==> config.mk <==
export PLATFORM = sky130hd
export DESIGN_NAME = uart_tx_arb_flat
export DESIGN_NICKNAME = d
export VERILOG_FILES = /design/src/rtl/uart_pkg.sv /design/src/rtl/uart_tx_arb_if.sv /design/src/rtl/uart_tx_arb_rr_pick.sv /design/src/rtl/uart_tx_arb.sv /design/src/flat_wrapper.sv
export SDC_FILE = /design/constraint.sdc
export NUM_CORES = 1
export LEC_CHECK = 0
export CORE_UTILIZATION = 55
export CTS_CLUSTER_DIAMETER = 80
export DETAILED_ROUTE_END_ITERATION = 6
export GPL_TIMING_DRIVEN = 1
export PLACE_DENSITY = 0.9
export SLEW_MARGIN = 20
export SYNTH_ARGS = -nofsm -noshare
export SYNTH_HDL_FRONTEND = slang
export SYNTH_SLANG_ARGS = --single-unit
==> constraint.sdc <==
create_clock -name clk -period 4 [get_ports clk]
set_input_delay 1 -clock clk [delete_from_list [all_inputs] [get_ports clk]]
set_output_delay 1 -clock clk [all_outputs]
set_load 0.01 [all_outputs]
==> src/rtl/uart_pkg.sv <==
// uart_pkg: shared FSM state type and timing constants for the UART transmit arbiter
package uart_pkg;
  typedef enum logic [2:0] {IDLE, ISSUE, WAIT_LOW, WAIT_HIGH, HOLD} state_t;
  localparam int WL_GUARD = 4;
  localparam int HOLD_TIMEOUT_DEF = 65535;
endpackage

==> src/rtl/uart_tx_arb_if.sv <==
// uart_tx_arb_if: requester and transmitter signals between the arbiter and its neighbours
interface uart_tx_arb_if #(parameter int N_REQ = 2);
  logic [N_REQ-1:0] req_valid;
  logic [8*N_REQ-1:0] req_data;
  logic [N_REQ-1:0] req_last;
  logic [N_REQ-1:0] req_ready;
  logic [N_REQ-1:0] grant;
  logic [7:0] tx_din;
  logic tx_wen;
  logic tx_ready;
  logic busy;
  modport slave (input req_valid, req_data, req_last, tx_ready, output req_ready, grant, tx_din, tx_wen, busy);
  modport master (output req_valid, req_data, req_last, tx_ready, input req_ready, grant, tx_din, tx_wen, busy);
endinterface

==> src/rtl/uart_tx_arb_rr_pick.sv <==
// rr_pick: one-hot select of the first valid requester at or after ptr, wrapping
module rr_pick #(
  parameter int N = 2,
  localparam int PW = $clog2(N)
) (
  input  logic [N-1:0]  valid,
  input  logic [PW-1:0] ptr,
  output logic [N-1:0]  sel,
  output logic          any
);
  logic [PW-1:0] idx;
  // walk offsets from farthest to nearest so the nearest valid one wins
  always_comb begin
    sel = '0;
    idx = '0;
    for (int i = N - 1; i >= 0; i--) begin
      idx = PW'((int'(ptr) + i) % N);
      if (valid[idx]) sel = N'(1) << idx;
    end
  end
  assign any = |valid;
endmodule

==> src/rtl/uart_tx_arb.sv <==
// uart_tx_arb: round-robin, packet-locked arbiter feeding bytes from N requesters to one UART transmitter
module uart_tx_arb
  import uart_pkg::*;
#(
  parameter int N_REQ = 2,
  parameter int HOLD_TIMEOUT = HOLD_TIMEOUT_DEF
) (
  input logic clk,
  input logic rst_n,
  uart_tx_arb_if.slave bus
);
  localparam int PW = $clog2(N_REQ);
  localparam int HW = $clog2(HOLD_TIMEOUT + 1);
  localparam int CW = $clog2(WL_GUARD);
  state_t state;
  logic [PW-1:0] rr_ptr, own, sel_idx, cap_idx, nxt_ptr;
  logic [N_REQ-1:0] sel;
  logic any, last_q, cap_idle, cap_hold;
  logic [CW-1:0] wl_cnt;
  logic [HW-1:0] hold_cnt;
  rr_pick #(.N(N_REQ)) u_pick (.valid(bus.req_valid), .ptr(rr_ptr), .sel(sel), .any(any));
  always_comb begin
    sel_idx = '0;
    for (int i = 0; i < N_REQ; i++) if (sel[i]) sel_idx = PW'(i);
  end
  // a byte is taken either by fresh arbitration or by the owner continuing its packet
  assign cap_idle = state == IDLE && bus.tx_ready && any;
  assign cap_hold = state == HOLD && bus.req_valid[own];
  assign cap_idx = cap_idle ? sel_idx : own;
  assign nxt_ptr = own == PW'(N_REQ - 1) ? '0 : own + PW'(1);
  assign bus.req_ready = cap_idle ? sel : cap_hold ? bus.grant : '0;
  assign bus.busy = state != IDLE;
  always_ff @(posedge clk or negedge rst_n) begin
    if (!rst_n) begin
      state <= IDLE;
      bus.grant <= '0;
      bus.tx_din <= '0;
      bus.tx_wen <= 1'b0;
      last_q <= 1'b0;
      rr_ptr <= '0;
      own <= '0;
      wl_cnt <= '0;
      hold_cnt <= '0;
    end else begin
      bus.tx_wen <= 1'b0;
      case (state)
        IDLE, HOLD: begin
          if (cap_idle || cap_hold) begin
            state <= ISSUE;
            bus.tx_wen <= 1'b1;
            bus.tx_din <= bus.req_data[{cap_idx, 3'b000} +: 8];
            last_q <= bus.req_last[cap_idx];
            bus.grant <= cap_idle ? sel : bus.grant;
            own <= cap_idx;
            hold_cnt <= '0;
          end else if (state == HOLD && hold_cnt == HW'(HOLD_TIMEOUT - 1)) begin
            state <= IDLE;
            bus.grant <= '0;
            rr_ptr <= nxt_ptr;
          end else if (state == HOLD) begin
            hold_cnt <= hold_cnt + 1'b1;
          end
        end
        ISSUE: begin
          state <= WAIT_LOW;
          wl_cnt <= '0;
        end
        // a transmitter that never drops ready is assumed to have taken the byte after the guard
        WAIT_LOW: begin
          if (!bus.tx_ready || wl_cnt == CW'(WL_GUARD - 1)) state <= WAIT_HIGH;
          else wl_cnt <= wl_cnt + 1'b1;
        end
        WAIT_HIGH: begin
          if (bus.tx_ready && last_q) begin
            state <= IDLE;
            bus.grant <= '0;
            rr_ptr <= nxt_ptr;
          end else if (bus.tx_ready) begin
            state <= HOLD;
            hold_cnt <= '0;
          end
        end
        default: state <= IDLE;
      endcase
    end
  end
endmodule

==> src/flat_wrapper.sv <==
// flat-port wrapper written by rule: the top's interface ports become plain ports
module uart_tx_arb_flat import uart_pkg::*;
#(
  parameter int N_REQ = 2,
  parameter int HOLD_TIMEOUT = HOLD_TIMEOUT_DEF
)
  (clk, rst_n, bus_req_valid, bus_req_data, bus_req_last, bus_tx_ready, bus_req_ready, bus_grant, bus_tx_din, bus_tx_wen, bus_busy);
  uart_tx_arb_if #(.N_REQ(N_REQ)) bus_i ();
  input logic clk;
  input logic rst_n;
  input wire logic [$bits(bus_i.req_valid)-1:0] bus_req_valid;
  input wire logic [$bits(bus_i.req_data)-1:0] bus_req_data;
  input wire logic [$bits(bus_i.req_last)-1:0] bus_req_last;
  input wire logic [$bits(bus_i.tx_ready)-1:0] bus_tx_ready;
  output wire logic [$bits(bus_i.req_ready)-1:0] bus_req_ready;
  output wire logic [$bits(bus_i.grant)-1:0] bus_grant;
  output wire logic [$bits(bus_i.tx_din)-1:0] bus_tx_din;
  output wire logic [$bits(bus_i.tx_wen)-1:0] bus_tx_wen;
  output wire logic [$bits(bus_i.busy)-1:0] bus_busy;
  assign bus_i.req_valid = bus_req_valid;
  assign bus_i.req_data = bus_req_data;
  assign bus_i.req_last = bus_req_last;
  assign bus_i.tx_ready = bus_tx_ready;
  assign bus_req_ready = bus_i.req_ready;
  assign bus_grant = bus_i.grant;
  assign bus_tx_din = bus_i.tx_din;
  assign bus_tx_wen = bus_i.tx_wen;
  assign bus_busy = bus_i.busy;
  uart_tx_arb #(.N_REQ(N_REQ), .HOLD_TIMEOUT(HOLD_TIMEOUT)) u_core (.clk(clk), .rst_n(rst_n), .bus(bus_i));
endmodule
======== After elaboration in Yosys (flattened, before gate mapping) ========
Index checks and enable logic that the tools add are counted.
storage, ports and cells
  register bits after elaboration ......... 35
  bits in latches ......................... 0
  RAM bits ................................ 0
  memory bits (read-only) ................. 0
  input bits .............................. 23
  output and inout bits ................... 14
  logic and storage cells ................. 98
  memories ................................ 0
operators by class
  add/subtract/negate cells ............... 4
  multiply operators ...................... 0
  div/mod/pow operators ................... 0
  order comparisons ....................... 4
  equality and inequality tests ........... 18
  shift-type cells ........................ 3
  mux-type cells .......................... 40
  bitwise gates (word level) .............. 0
  reductions and logical operators ........ 20
operators with widths
  kind                                                                          count
  16-bit 2-to-1 mux                                                             5
  16-bit one-hot mux with 2 select lines                                        1
  2-bit 2-to-1 mux                                                              9
  16-bit by 1-bit adder with 16-bit output, second input constant               1
  16-bit == test, second input constant                                         1
  1-bit 2-to-1 mux                                                              16
  16-bit by 5-bit indexed part select with 8-bit output                         1
  3-bit 2-to-1 mux                                                              5
  3-bit one-hot mux with 4 select lines                                         1
  3-bit by 2-bit != test with 1-bit output, second input constant               3
  1-bit by 2-bit less-than comparator with 1-bit output, second input constant  4
  2-bit != test, second input constant                                          4
  2-bit one-hot mux with 2 select lines                                         2
  4-bit AND reduction                                                           2
  3-bit by 2-bit == test with 1-bit output, second input constant               2
  2-bit by 1-bit != test with 1-bit output, second input constant               3
  3-bit by 1-bit != test with 1-bit output, second input constant               2
  1-bit logical AND                                                             5
  5-bit AND reduction                                                           1
  2-bit AND reduction                                                           2
  2-bit nonzero test                                                            2
  2-bit OR reduction                                                            2
  1-bit by 1-bit left shift with 2-bit output, first input constant             2
  3-bit by 1-bit == test with 1-bit output, second input constant               1
  other kinds (10)                                                              12

======== Longest topological paths before layout ========
Gate-level depths: netlist of the first run.
  depth after elaboration ................. 9
  mapped depth ............................ 8

======== Modules after synthesis ========
Synthesis of the first run repeated with hierarchy kept, for this count alone.
second synthesis, totals
  cells, all modules ...................... 201
  area total of the unflattened synthesis .. 1,985.7 µm²
modules (own cells, without submodules)
  module       times used  cells an instance  area each (µm²)  seq. area each (µm²)
  uart_tx_arb  1           197                1,960.6          875.8
  rr_pick      1           4                  25.0             0.0

======== Least setup slack after synthesis of the first run ========
No wires, ideal clock.
  path type ............................... input -> output
  start point ............................. in bus_req_valid[1]
  end point ............................... out bus_req_ready[0]
  arrival time ............................ 1,721 ps
  required time ........................... 3,000 ps
  slack ................................... 1,279 ps
  stages .................................. 3
  path buffers ............................ 0
  cells stage by stage .................... mux2i_1 or2_2 o21ai_0
between the ends
  longest elaborated chain between the ends .. 5
  elaborated cells between the ends (all ways) .. 13
RTL lines
  item                                                   line                                          RTL
  start: declaration                                     flat_wrapper.sv:11                            input wire logic [$bits(bus_i.req_valid)-1:0] bus_req_valid;
  1-bit 2-to-1 mux (on tied branches) (2 in series)      uart_tx_arb_rr_pick.sv:18, uart_tx_arb.sv:28
  2-bit 2-to-1 mux or 1-bit logical AND (tied branches)  uart_tx_arb_rr_pick.sv:18, uart_tx_arb.sv:28
  2-bit 2-to-1 mux (on tied branches)                    uart_tx_arb_rr_pick.sv:18, uart_tx_arb.sv:31
  2-bit 2-to-1 mux *                                     uart_tx_arb.sv:31                             assign bus.req_ready = cap_idle ? sel : cap_hold ? bus.grant : '0;
  end: declaration                                       flat_wrapper.sv:15                            output wire logic [$bits(bus_i.req_ready)-1:0] bus_req_ready;
Every way passes the cells marked *; elsewhere a longest branch is shown, timed or not. The select of a mux whose other input is x is not followed.

======== Final worst setup path of the first run ========
  start point ............................. in bus_req_valid[0]
  end point ............................... out bus_req_ready[1]
Same word-level chain as after synthesis.

==> impl_metrics.ini, run 1 <==
[clock_tree]
clk_latency_ns = 0.28
clk_pin_slew_worst_paths_ns = 0.06
cts_made_buffers = 5
cts_hold_buf = 0
clockBufferDepth = 2
cts-root-buf = clkbuf_8
cts_tree = built
clkSinkCount = 35
cts_setup_buffers = 0
cts-resized-gates = 0
h-tree-depth = 2

[timing]
relSlewSlack_pct = 53.3
worstMarginPinSlew_ns = 0.691
setup_tns_ns = 0
slew_viol_final = 0
holdWs_ns = 0.484
fmax_mhz = 266
fin_crit_ns = 3.77
fin_crit_sh_pct = 94.2
skew_ns = 0.00531
rsz0062_at_grt = false
finalHoldViolCount = 0
setup_violations = 0

[logic_synthesis]
synth_top_family_by_area = simple AND/OR/NAND/NOR gates
synth_edf_count = 0
synth_cells = 233
synthAdderAreaFrac_pct = 1.84
synth-compound-area-share_pct = 20.3
synth_commonest_cells = 35 x dfrtp_1, 30 x a21oi_1, 20 x nor2_1, 15 x inv_1, 15 x nor3_1
yosys_most_used_dff = dfrtp_1
yosysTopAreaCellShare_pct = 42.9
muxShareOfSynthArea_pct = 6.43
synth_nets = 259
ys_seq_area_share_pct = 42.9
synth_area_leader_cell = dfrtp_1
synth_xor_area_share_pct = 0
synthesis.area_sq_mm = 0.00204
avgSynthCellArea_sq_um = 8.77
yosys.area_share.simple_pct = 23.4
synth_area_leaders = dfrtp_1 43%, a21oi_1 7.3%, mux2i_1 5.9%
synth.most_common_cell = dfrtp_1
ys_seq_elements = 35
ys_types = 39
async_flop_share_pct = 100
yosys_warnings = 0

[critical_path]
path_class = input port to primary output
rr_startpoint = u_core.hold_cnt[8]
reg2reg_slack_ns = 1.79
path_max_fanout = 5
crit_path_end_kind = primary output
required_ns = 3.00
slowest_delay_ns = 0.56
arrival_ns = 2.77
crit_cells = 5
critPathSlowestCell = clkdlybuf4s50_1
critPathTopFamily = buffers and inverters
worstSetupStartpoint = bus_req_valid[0]
cp-start-kind = input port
crit_end = bus_req_ready[1]
crit_top_cell = clkdlybuf4s50_1
crit_chain = clkdlybuf4s50_1, mux2i_1, or2_2, o21ai_0, clkdlybuf4s50_1
worst-r2r-cell-count = 5
reg2reg_to = u_core.hold_cnt[1]
cp_num_buf_inv = 2

[routing]
post_drt_via_cell_ratio = 5.90
drt-initial-drc-count = 154
firstDrtPassIters = 4
drc = 0
wl_mm = 4.44
wire_per_inst_microns = 14.1
ant_nets = 0
num_vias = 1865

[floorplanning]
start_util_pct = 59.4
dieWidth_microns = 63.0
die-area_sq_mm = 0.00396
die_h_microns = 63.0
rows = 21
io_pins = 37
core-area_sq_mm = 0.00344

[cells_and_area]
fin_util_pct = 73.9
nets = 295
diodes = 0
n_fill_cell = 267
finalInstanceArea_sq_mm = 0.00254
final_layout_size_suffix_gt1_share_pct = 7.41
synthToLayoutAreaGrowth_pct = 24.4

[grt]
grt_pass1_wl_mm = 7.71
grt_overflow_total = 0
antenna_found_initial = 0
grt_pass1_vias = 1806
grt_max_degree = 36
grt_util_all_layers_pct = 24.4

[placement]
place_area_sq_mm = 0.00244
post-dp-hpwl_mm = 3.23
gp_congestion = 0.838
port-buffer-count = 36

[power_and_ir_drop]
power_density_mw_per_mm2 = 674
p_leak_uw = 0.00104
ir_drop_uv = 380
p_total_uw = 1710

[worst_hold_path]
worstHoldPathType = flop to flop

[job]
cap_violations = 0

[outcome]
outcome = completed
[kinds of logic after synthesis]
group	Yosys count
fa+ha+maj	3
mux	13
simple gates	91
compound gates	65
flops	35
buf+inv	26
[state kept, by name (all words and copies together), names as in the netlist]
signal / flops
u_core.bus.grant: 2
u_core.bus.tx_din: 8
u_core.bus.tx_wen: 1
u_core.hold_cnt: 16
u_core.last_q: 1
u_core.own: 1
u_core.rr_ptr: 1
u_core.state: 3
u_core.wl_cnt: 2
[metal layers]
layer  wire length [microns]  track usage [%]
met1                    1950             29.8
met2                    2190             41.1
met3                     244             5.11
met4                      57             10.8
met5                       0                0
[worst reg2reg max path, stage by stage, from the launching register on]
cell     delay (ns)
dfrtp_1        0.45
nand4_1        0.34
o41ai_4        0.50
buf_4          0.32
a21oi_1        0.18
mux2_2         0.30
[where the power goes]
part / switching [uW] / internal [uW]
sequential: 157 / 499
clock: 120 / 157
combinational: 410 / 371
[worst min path at each step]
stage	start	endpoint	slack, ns	cells after the start
after global placement	u_core.wl_cnt[0]	u_core.wl_cnt[0]	0.48	1
after CTS	u_core.wl_cnt[0]	u_core.wl_cnt[0]	0.49	1
after detailed placement	u_core.wl_cnt[0]	u_core.wl_cnt[0]	0.48	1
after floorplan	u_core.rr_ptr	u_core.rr_ptr	0.45	2
final	u_core.wl_cnt[0]	u_core.wl_cnt[0]	0.48	1
after global routing	u_core.bus.grant[1]	u_core.bus.grant[1]	0.54	2
[final cells by class]
class / instances / area (sq um) / share of cell area [%]
clock buffers: 8 / 100 / 3.94
inverters: 15 / 56.3 / 2.21
multi-input cells: 172 / 1060 / 41.8
flip-flops and latches: 35 / 876 / 34.4
well taps: 46 / 57.6 / 2.26
repair buffers: 40 / 390 / 15.4
[layout by cell type, fill, tap and decap left out, types with 2 or more instances in the layout]
master and n:
clkdlybuf4s50_1 36, dfrtp_1 35, a21oi_1 30, nor2_1 20, inv_1 15, nor3_1 15, o21ai_0 14, nand2_1 13
mux2i_1 12, o22ai_1 9, nand4_1 7, nand3_1 7, clkbuf_8 7, or3_1 5, or2_2 4, nor4_1 4
buf_4 4, nor2b_1 3, ha_1 3, nand2b_1 2, o211ai_1 2, nor3b_1 2, and3_1 2, o21a_1 2
[stage by stage]
stage	instances	worst slack (ns)
floorplan	233	1.28
global placement	308	0.262
detailed placement	308	0.225
CTS	316	0.231
global route	316	0.114
finish	316	0.234
Note: power is estimated with default switching activity, not from simulation.
==> inputs of run 2 (changes only) <==
--- a/config.mk
+++ b/config.mk
@@ -10,6 +10,7 @@
 export DETAILED_ROUTE_END_ITERATION = 6
 export GPL_TIMING_DRIVEN = 1
 export PLACE_DENSITY = 0.9
+export RECOVER_POWER = 25
 export SLEW_MARGIN = 20
 export SYNTH_ARGS = -nofsm -noshare
 export SYNTH_HDL_FRONTEND = slang
==> impl_metrics.ini, run 2 (synthesis results as in run 1) <==
[critical_path]
cp-start-kind = input port
worstSetupStartpoint = bus_req_valid[0]
reg2reg_slack_ns = 1.79
crit_path_end_kind = primary output
path_max_fanout = 5
crit_end = bus_req_ready[1]
path_class = input port to primary output
required_ns = 3.00
worst-r2r-cell-count = 5
reg2reg_to = u_core.hold_cnt[1]
arrival_ns = 2.77
rr_startpoint = u_core.hold_cnt[8]

[routing]
firstDrtPassIters = 4
num_vias = 1859
wl_mm = 4.42
ant_nets = 0
post_drt_via_cell_ratio = 5.88
drc = 0
drt-initial-drc-count = 155
wire_per_inst_microns = 14.0

[power_and_ir_drop]
swShare_pct = 40.1
p_leak_uw = 0.00104
cell_internal_pwr_uw = 1030
p_comb_share_pct = 45.5
power_density_mw_per_mm2 = 675
seq_power_share_pct = 38.3
power.share.clock_pct = 16.2
power.switching_uw = 686
ir_drop_uv = 380
p_total_uw = 1710

[clock_tree]
cts_tree = built
clk_pin_slew_worst_paths_ns = 0.06
clkSinkCount = 35
h-tree-depth = 2
clockBufferDepth = 2
cts_hold_buf = 0
cts-root-buf = clkbuf_8
clk_latency_ns = 0.28
cts_setup_buffers = 0
cts_made_buffers = 5
cts-resized-gates = 0

[cells_and_area]
top_regs = u_core.hold_cnt: 16 flops, u_core.bus.tx_din: 8 flops, u_core.state: 3 flops
n_fill_cell = 267
largest_register_ffs = 16
nets = 295
largest_register = u_core.hold_cnt
synthToLayoutAreaGrowth_pct = 24.2
final_cell_mix = 35 x clkdlybuf4s50_1, 35 x dfrtp_1, 30 x a21oi_1
final_layout_size_suffix_gt1_share_pct = 7.04
diodes = 0

[floorplanning]
core-area_sq_mm = 0.00344
dieWidth_microns = 63.0
rows = 21
start_util_pct = 59.4
die-area_sq_mm = 0.00396
die_h_microns = 63.0
io_pins = 37

[grt]
grt_util_all_layers_pct = 24.4
grt_max_degree = 36
grt_overflow_total = 0
grt_pass1_wl_mm = 7.71
antenna_found_initial = 0
grt_pass1_vias = 1806

[timing]
fin_crit_sh_pct = 94.2
skew_ns = 0.00530
slew_viol_final = 36
relSlewSlack_pct = -24.2
finalHoldViolCount = 0
setup_violations = 0
rsz0062_at_grt = false
worstMarginPinSlew_ns = 1.86
setup_tns_ns = 0
fmax_mhz = 266
fin_crit_ns = 3.77

[outcome]
outcome = complete, but fails checks
violations = capacitance limit, slew limit

[placement]
port-buffer-count = 36
gp_congestion = 0.838
post-dp-hpwl_mm = 3.23

[worst_hold_path]
worstHoldPathType = flop to flop

[job]
cap_violations = 1
run 2: worst min path at each step:
| stage | start | to | slack [ns] | cells after the start |
|---|---|---|---|---|
| 2_1_floorplan | u_core.rr_ptr | u_core.rr_ptr | 0.45 | 2 |
| 6_report | u_core.wl_cnt[0] | u_core.wl_cnt[0] | 0.49 | 1 |
| 3_5_place_dp | u_core.wl_cnt[0] | u_core.wl_cnt[0] | 0.48 | 1 |
| 3_3_place_gp | u_core.wl_cnt[0] | u_core.wl_cnt[0] | 0.48 | 1 |
| 4_1_cts | u_core.wl_cnt[0] | u_core.wl_cnt[0] | 0.49 | 1 |
| 5_1_grt | u_core.bus.grant[1] | u_core.bus.grant[1] | 0.54 | 2 |
run 2: per-stage QoR:
step	utilization (%)	cells	worst slack, ns	hold slack, ns	area [sq um]
5_1_grt	73.8	316	0.114	0.536	2540
6_report	73.8	316	0.234	0.485	2540
4_1_cts	73.9	316	0.231	0.490	2540
2_1_floorplan	-	233	1.28	0.449	2040
3_3_place_gp	71.0	308	0.262	0.480	2440
3_5_place_dp	71.0	308	0.225	0.481	2440
run 2: layout make-up:
cell class,instances,area (sq um),area share [%]
clock buffer,8,100,3.94
tap,46,57.6,2.27
multi-input combinational,172,1060,41.8
timing repair buffer,40,387,15.2
sequential,35,876,34.5
inverter,15,56.3,2.22
run 2: power groups by stage:
stage | Sequential, uW | Clock, uW | Combinational, uW
floorplan | 630 | 0 | 535
global placement | 651 | 0 | 754
detailed placement | 659 | 0 | 779
CTS | 653 | 282 | 784
global route | 679 | 293 | 878
finish | 656 | 277 | 779
run 2: worst max-delay path: stages:
cell and delay (ns):
clkdlybuf4s50_1 0.54, mux2i_1 0.16, or2_2 0.34, o21ai_0 0.16, clkdlybuf4s50_1 0.56
run 2: metal layers:
metal | vias to the layer above | wire length (microns) | track usage (%)
met2 | 59 | 2160 | 41.1
met1 | 873 | 1950 | 29.8
met3 | 5 | 254 | 5.11
met4 | 0 | 57 | 10.8
met5 | - | 0 | 0
li1 | 922 | - | -
==> inputs of run 3 (changes only) <==
--- a/config.mk
+++ b/config.mk
@@ -6,7 +6,6 @@
 export NUM_CORES = 1
 export LEC_CHECK = 0
 export CORE_UTILIZATION = 55
-export CTS_CLUSTER_DIAMETER = 80
 export DETAILED_ROUTE_END_ITERATION = 6
 export GPL_TIMING_DRIVEN = 1
 export PLACE_DENSITY = 0.9
==> results of run 3 <==
Same layout as run 2: the final DEF is identical, and so are final timing and power.
